--- src/rtl/seq_add_sub.sv ---
// Multi-cycle two's-complement adder/subtractor: WIDTH-bit operands processed CHUNK bits per
// clock, LSB chunk first, with a registered carry chaining the slices.
module seq_add_sub #(
  parameter int unsigned WIDTH = 16,
  parameter int unsigned CHUNK = 4
) (
  input  logic             clk_i,
  input  logic             rst_i,
  input  logic             start_i,
  input  logic             op_i,
  input  logic [WIDTH-1:0] a_i,
  input  logic [WIDTH-1:0] b_i,
  output logic             busy_o,
  output logic             done_o,
  output logic [WIDTH-1:0] sum_o,
  output logic             cout_o,
  output logic             ovf_o,
  output logic             zero_o
);

  localparam int unsigned NCHUNK = WIDTH / CHUNK;
  localparam int unsigned IdxW   = (NCHUNK > 1) ? $clog2(NCHUNK) : 1;

  typedef enum logic [0:0] {StIdle, StRun} state_e;

  state_e           state_q;
  logic [WIDTH-1:0] a_q, b_q, part_q, sum_q;
  logic             carry_q, done_q, cout_q, ovf_q, zero_q;
  logic [IdxW-1:0]  idx_q;

  logic [31:0]      base;
  logic [CHUNK-1:0] slice_a, slice_b;
  logic [CHUNK:0]   slice_res;
  logic [WIDTH-1:0] full_d;
  logic             last, cin_msb;

  always_comb begin
    base      = 32'(idx_q) * CHUNK;
    slice_a   = a_q[base +: CHUNK];
    slice_b   = b_q[base +: CHUNK];
    slice_res = {1'b0, slice_a} + {1'b0, slice_b} + {{CHUNK{1'b0}}, carry_q};
    full_d    = part_q;
    full_d[base +: CHUNK] = slice_res[CHUNK-1:0];
    last      = (idx_q == IdxW'(NCHUNK - 1));
    // Carry into the MSB recovered from the MSB sum bit and its (inverted-for-sub) operands.
    cin_msb   = a_q[WIDTH-1] ^ b_q[WIDTH-1] ^ full_d[WIDTH-1];
  end

  always_ff @(posedge clk_i) begin
    if (rst_i) begin
      state_q <= StIdle;
      a_q     <= '0;
      b_q     <= '0;
      part_q  <= '0;
      sum_q   <= '0;
      carry_q <= 1'b0;
      idx_q   <= '0;
      done_q  <= 1'b0;
      cout_q  <= 1'b0;
      ovf_q   <= 1'b0;
      zero_q  <= 1'b0;
    end else begin
      done_q <= 1'b0;
      case (state_q)
        StIdle: begin
          if (start_i) begin
            state_q <= StRun;
            a_q     <= a_i;
            b_q     <= b_i ^ {WIDTH{op_i}};
            carry_q <= op_i;
            idx_q   <= '0;
            part_q  <= '0;
          end
        end
        StRun: begin
          part_q  <= full_d;
          carry_q <= slice_res[CHUNK];
          idx_q   <= idx_q + IdxW'(1);
          if (last) begin
            state_q <= StIdle;
            sum_q   <= full_d;
            cout_q  <= slice_res[CHUNK];
            ovf_q   <= cin_msb ^ slice_res[CHUNK];
            zero_q  <= (full_d == '0);
            done_q  <= 1'b1;
          end
        end
        default: state_q <= StIdle;
      endcase
    end
  end

  assign busy_o = (state_q == StRun);
  assign done_o = done_q;
  assign sum_o  = sum_q;
  assign cout_o = cout_q;
  assign ovf_o  = ovf_q;
  assign zero_o = zero_q;

endmodule

--- config.mk ---
export PLATFORM = sky130hd
export DESIGN_NAME = seq_add_sub
export DESIGN_NICKNAME = d
export VERILOG_FILES = /design/src/rtl/seq_add_sub.sv
export SDC_FILE = /design/constraint.sdc
export NUM_CORES = 1
export LEC_CHECK = 0
export CAP_MARGIN = 25
export CORE_ASPECT_RATIO = 0.6
export CORE_MARGIN = 8
export CORE_UTILIZATION = 25
export CTS_CLUSTER_SIZE = 8
export DETAILED_ROUTE_END_ITERATION = 12
export HOLD_SLACK_MARGIN = 0.02
export PLACE_DENSITY = 0.43
export SETUP_SLACK_MARGIN = 0.05
export SYNTH_ARGS = -nofsm -noshare
export SYNTH_HDL_FRONTEND = slang
export SYNTH_SLANG_ARGS = --single-unit
--- constraint.sdc ---
create_clock -name clk_i -period 8 [get_ports clk_i]
set_clock_uncertainty 0.05 [all_clocks]
set_input_delay 2.4 -clock clk_i [delete_from_list [all_inputs] [get_ports clk_i]]
set_output_delay 2.4 -clock clk_i [all_outputs]
set_load 0.02 [all_outputs]
* After elaboration in Yosys (flattened, before gate mapping)
Index checks and enable logic that the tools add are counted.
** Storage, ports and cells
- Register bits :: 72
- Input bits :: 36
- Output and inout bits :: 21
- Word-level logic and storage cells :: 41
** Operators by class
- $add $sub $neg :: 4
- Equal/unequal tests :: 2
- Shift operators :: 4
- Multiplexer cells :: 11
- Bitwise operators :: 5
- Reduce and logical (&&, ||, !) cells :: 4
** Operator list (number)
- $neg 4->34 :: 1
- $shift 4x34->16 const A :: 1
- $shiftx 4x34->16 :: 1
- $pmux 16 s2 :: 1
- $shiftx 16x5->4 :: 2
- $bwmux 16 :: 1
- $logic_not 16->1 :: 1
- $mux 16 :: 1
- $xor 16x16->16 :: 1
- $add 4x4->5 :: 1
- $add 5x1->5 :: 1
- $mux 1 :: 4
- $pmux 1 s2 :: 2
- $pmux 2 s2 :: 1
- $reduce_and 2->1 :: 2
- $xor 1x1->1 :: 3
- $add 2x1->2 const B :: 1
- $eq 2x2->1 const B :: 1
- $mux 2 :: 1
- $ne 2x2->1 const B :: 1
- $reduce_or 2->1 :: 1
- $not 1->1 :: 1

* Logic depth before layout (Yosys ltp)
- Depth after elaboration :: 7
- Depth in mapped cells :: 11
- Mapped depth without buffers :: 9

* Worst setup path before layout
Ideal clock, no wire load.
- Path type :: input-to-reg
- Start point :: in rst_i
- End point :: reg zero_q (netlist: zero_o)
- Setup time :: 0.087 ns
- Data arrival time :: 3.620 ns
- Data required time :: 7.863 ns
- Setup slack :: 4.243 ns
- Cell stages on the path :: 7
- Path buffers :: 2
- Path through :: clkbuf_1 -> or2_1 -> buf_6 -> clkinv_2 -> o2111ai_1 -> or4_1 -> o31ai_1
** RTL lines
- start: declaration :: line 8 : input logic rst_i,
- end signal: assignment :: line 84 : zero_q <= (full_d == '0);
- end: declaration :: line 28 : logic carry_q, done_q, cout_q, ovf_q, zero_q;

* Worst setup path in the final report
- Start point :: in start_i
- End point :: reg b_q[15]
** On the way
- Longest elaborated chain between the ends :: 1
** Ends and longest elaborated chain
- start: declaration :: line 9 : input logic start_i,
- $reduce_and 2->1 (no line)
- end signal: assignment :: line 69 : b_q <= b_i ^ {WIDTH{op_i}};
- end: declaration :: line 27 : logic [WIDTH-1:0] a_q, b_q, part_q, sum_q;
No other way between the ends.
A chain may end at the register's enable or synchronous reset.

==> results.toml <==
[sta]
setup_violations = 0
max_slew_margin_pct = 34.9
worst_pin_slew_ps = 977
setup_tns_ps = 0
period_needed_ps = 4440
rsz0062_at_grt = "false"
fin_crit_sh_pct = 55.5
drv_slew = 0
hold_violations = 0
clock.fmax_ghz = 0.225
setup_slack_ps = 3560

[power]
powerDensity_nw_per_um2 = 194
leakage_nw = 1.53
peakVddDrop_v = 0.0000901

[synthesis]
syn_inst = 389
synth_edf_count = 0
async_reset_ff_share_pct = 0
ys_ff_latch = 72
synth_nets = 436
synth_area_um2 = 3440
synth_cell_types = 49
synth_warnings = 0
ys_seq_area_share_pct = 41.9
yosysTopAreaCellShare_pct = 41.9
synth_flop_cell = "dfxtp_1"
avgSynthCellArea_um2 = 8.85
yosys.area.top_type = "dfxtp_1"
synth_area_leaders = "dfxtp_1 (42%), nor2_1 (5.3%), mux4_2 (5.2%), xnor2_1 (5.1%), nand2_1 (4.9%)"

[setup_path]
arrival_ps = 4630
critPathKind = "input port to flip-flop"
crit_path_max_fanout = 48
end_kind = "flip-flop"
start_kind = "input port"
required_ps = 8190
rrSetupSlack_ps = 4670
rr_startpoint = "idx_q[0]$_SDFFE_PP0P_"
reg2reg_to = "zero_o$_SDFFE_PP0P_"
r2r_cells = 9

[floorplanning]
die_area_um2 = 17900
die_x_um = 167
core-area_um2 = 13500
io_pins = 57
std_cell_rows = 33
initial_utilization_pct = 25.4
die_h_um = 107

[grt]
grt_pass1_vias = 2716
grt_pass1_wl_um = 14900
antenna_found_initial = 0
grt_max_degree = 53
track_usage_pct = 10.6
globalRouteOverflowTotal = 0

[route]
via_count = 2829
drcViolationCount = 0
totalWireLength_um = 9260
drt_first_pass_iters = 4
wl_per_cell_um = 15.3
routed_via_density = 4.68
drtIter0Drc = 149
ant_nets = 0

[placed_design]
dp.cells = 592
dp_slack_ps = 3190
gp_congestion = 0.810
io_buffers = 56
dpl.hpwl_um = 6950

[clock_tree]
postCtsSetupBuffers = 0
numCtsBuffers = 9
clk_latency_ps = 330
clk_pin_slew_ps = 50
post_cts_resized = 0
cts_buffer_depth = 2
cts_num_sinks = 72
tritoncts = "yes"
holdBufCountCts = 0
clockRootBuffer = "clkbuf_16"
h-tree-depth = 3

[final_layout]
n_antenna_cell = 0
layout_commonest_cell = "dfxtp_1"
syn2layout_area_growth_pct = 26.5
stdcell_count = 605
fin_nets = 475
drive_gt1_share_pct = 7.91
most-common-layout-cells = "dfxtp_1 (72), clkdlybuf4s50_1 (56), nor2_1 (48)"

[min_path]
hold_path_depth = 2
holdPathEnd = "a_q[12]$_SDFFE_PP0P_"
hold_path_startpoint = "a_q[12]$_SDFFE_PP0P_"
hold_class = "flip-flop to flip-flop"

[job]
maxCapViolCount = 0

[run_status]
outcome = "finished clean"
==> synthesized netlist by cell type (all sizes together) (2+ instances only) <==
cell type   n
o22ai       8
nor2b      12
mux2i       2
a32o        3
buf         7
o21ba       2
a22o       10
a41oi       2
a31oi      10
inv        17
and3        4
o2111ai     2
o21ai       9
nor3b       2
xnor2      20
fa          2
or2         2
nor3        7
a211oi     17
dfxtp      72
ha          9
nand2      46
clkbuf     23
nor2       49
a21oi      27
mux4        8
==> worst max path at each step <==
stage / startpoint / endpoint / cells past startpoint / slack (ps)
finish: start_i / b_q[15]$_SDFFE_PP0P_ / 5 / 3560
global route: start_i / b_q[7]$_SDFFE_PP0P_ / 5 / 3260
CTS: start_i / b_q[7]$_SDFFE_PP0P_ / 5 / 3540
detailed placement: start_i / b_q[7]$_SDFFE_PP0P_ / 5 / 3190
global placement: start_i / a_q[1]$_SDFFE_PP0P_ / 5 / 3290
floorplan: rst_i / zero_o$_SDFFE_PP0P_ / 7 / 4240
==> per-stage QoR <==
| stage | instance area (um^2) | hold slack (ps) | utilization (%) | total power (W) |
|---|---|---|---|---|
| detailed placement | 4110 | 399 | 30.4 | 0.000518 |
| global route | 4350 | 422 | 32.2 | 0.000890 |
| finish | 4350 | 406 | 32.2 | 0.000847 |
| global placement | 4110 | 394 | 30.4 | 0.000516 |
| CTS | 4350 | 406 | 32.2 | 0.000862 |
| floorplan | 3440 | 383 | - | 0.000473 |
==> sequential cells by signal (all words and copies together) (netlist names) <==
| register | cells |
|---|---|
| done_o | 1 |
| part_q | 16 |
| carry_q | 1 |
| cout_o | 1 |
| zero_o | 1 |
| a_q | 16 |
| ovf_o | 1 |
| idx_q | 2 |
| busy_o | 1 |
| sum_o | 16 |
| b_q | 16 |
==> where the power goes <==
group / internal, W / total (W) / switching [W] / leakage (nW)
Sequential: 0.000373 / 0.000383 / 0.0000101 / 0.587
Combinational: 0.0000570 / 0.000126 / 0.0000692 / 0.818
Clock: 0.000203 / 0.000338 / 0.000135 / 0.121
Total: 0.000633 / 0.000847 / 0.000214 / 1.53
==> kinds of logic (layout without fill, tap and decap cells) <==
family / after synthesis / in the layout / synth area share [%]
XOR/XNOR: 21 / 21 / 5.56
adder cells (fa/ha/maj): 11 / 11 / 4.43
AND/OR/NAND/NOR: 130 / 130 / 16.9
multiplexers: 10 / 10 / 5.82
buffers and inverters: 48 / 89 / 5.96
flip-flops: 72 / 72 / 41.9
AO/OA/AOI/OAI: 97 / 97 / 19.5
==> metal layers <==
metal  share of wire [%]  vias to the layer above  global-route usage [%]
met2                  37                       81                    13.0
li1                    -                     1428                       -
met5                   0                        -                       0
met3                 7.0                        0                    3.93
met1                  56                     1320                    16.4
met4                   0                        0                    2.66
==> layout make-up <==
cell class                      instances  area [um^2]
Sequential cell                        72         1440
Multi-Input combinational cell        269         1810
Tap cell                              175          219
Clock buffer                           11          233
Clock inverter                          2         10.0
Fill cell                            1454         9190
Inverter                               18         68.8
Timing Repair Buffer                   58          576
==> critical path: stages <==
cell,delay [ps]
clkdlybuf4s50_1,790
inv_1,310
nor2_4,790
nor2_1,80
a211oi_1,250
(Power assumes the default switching activity.)
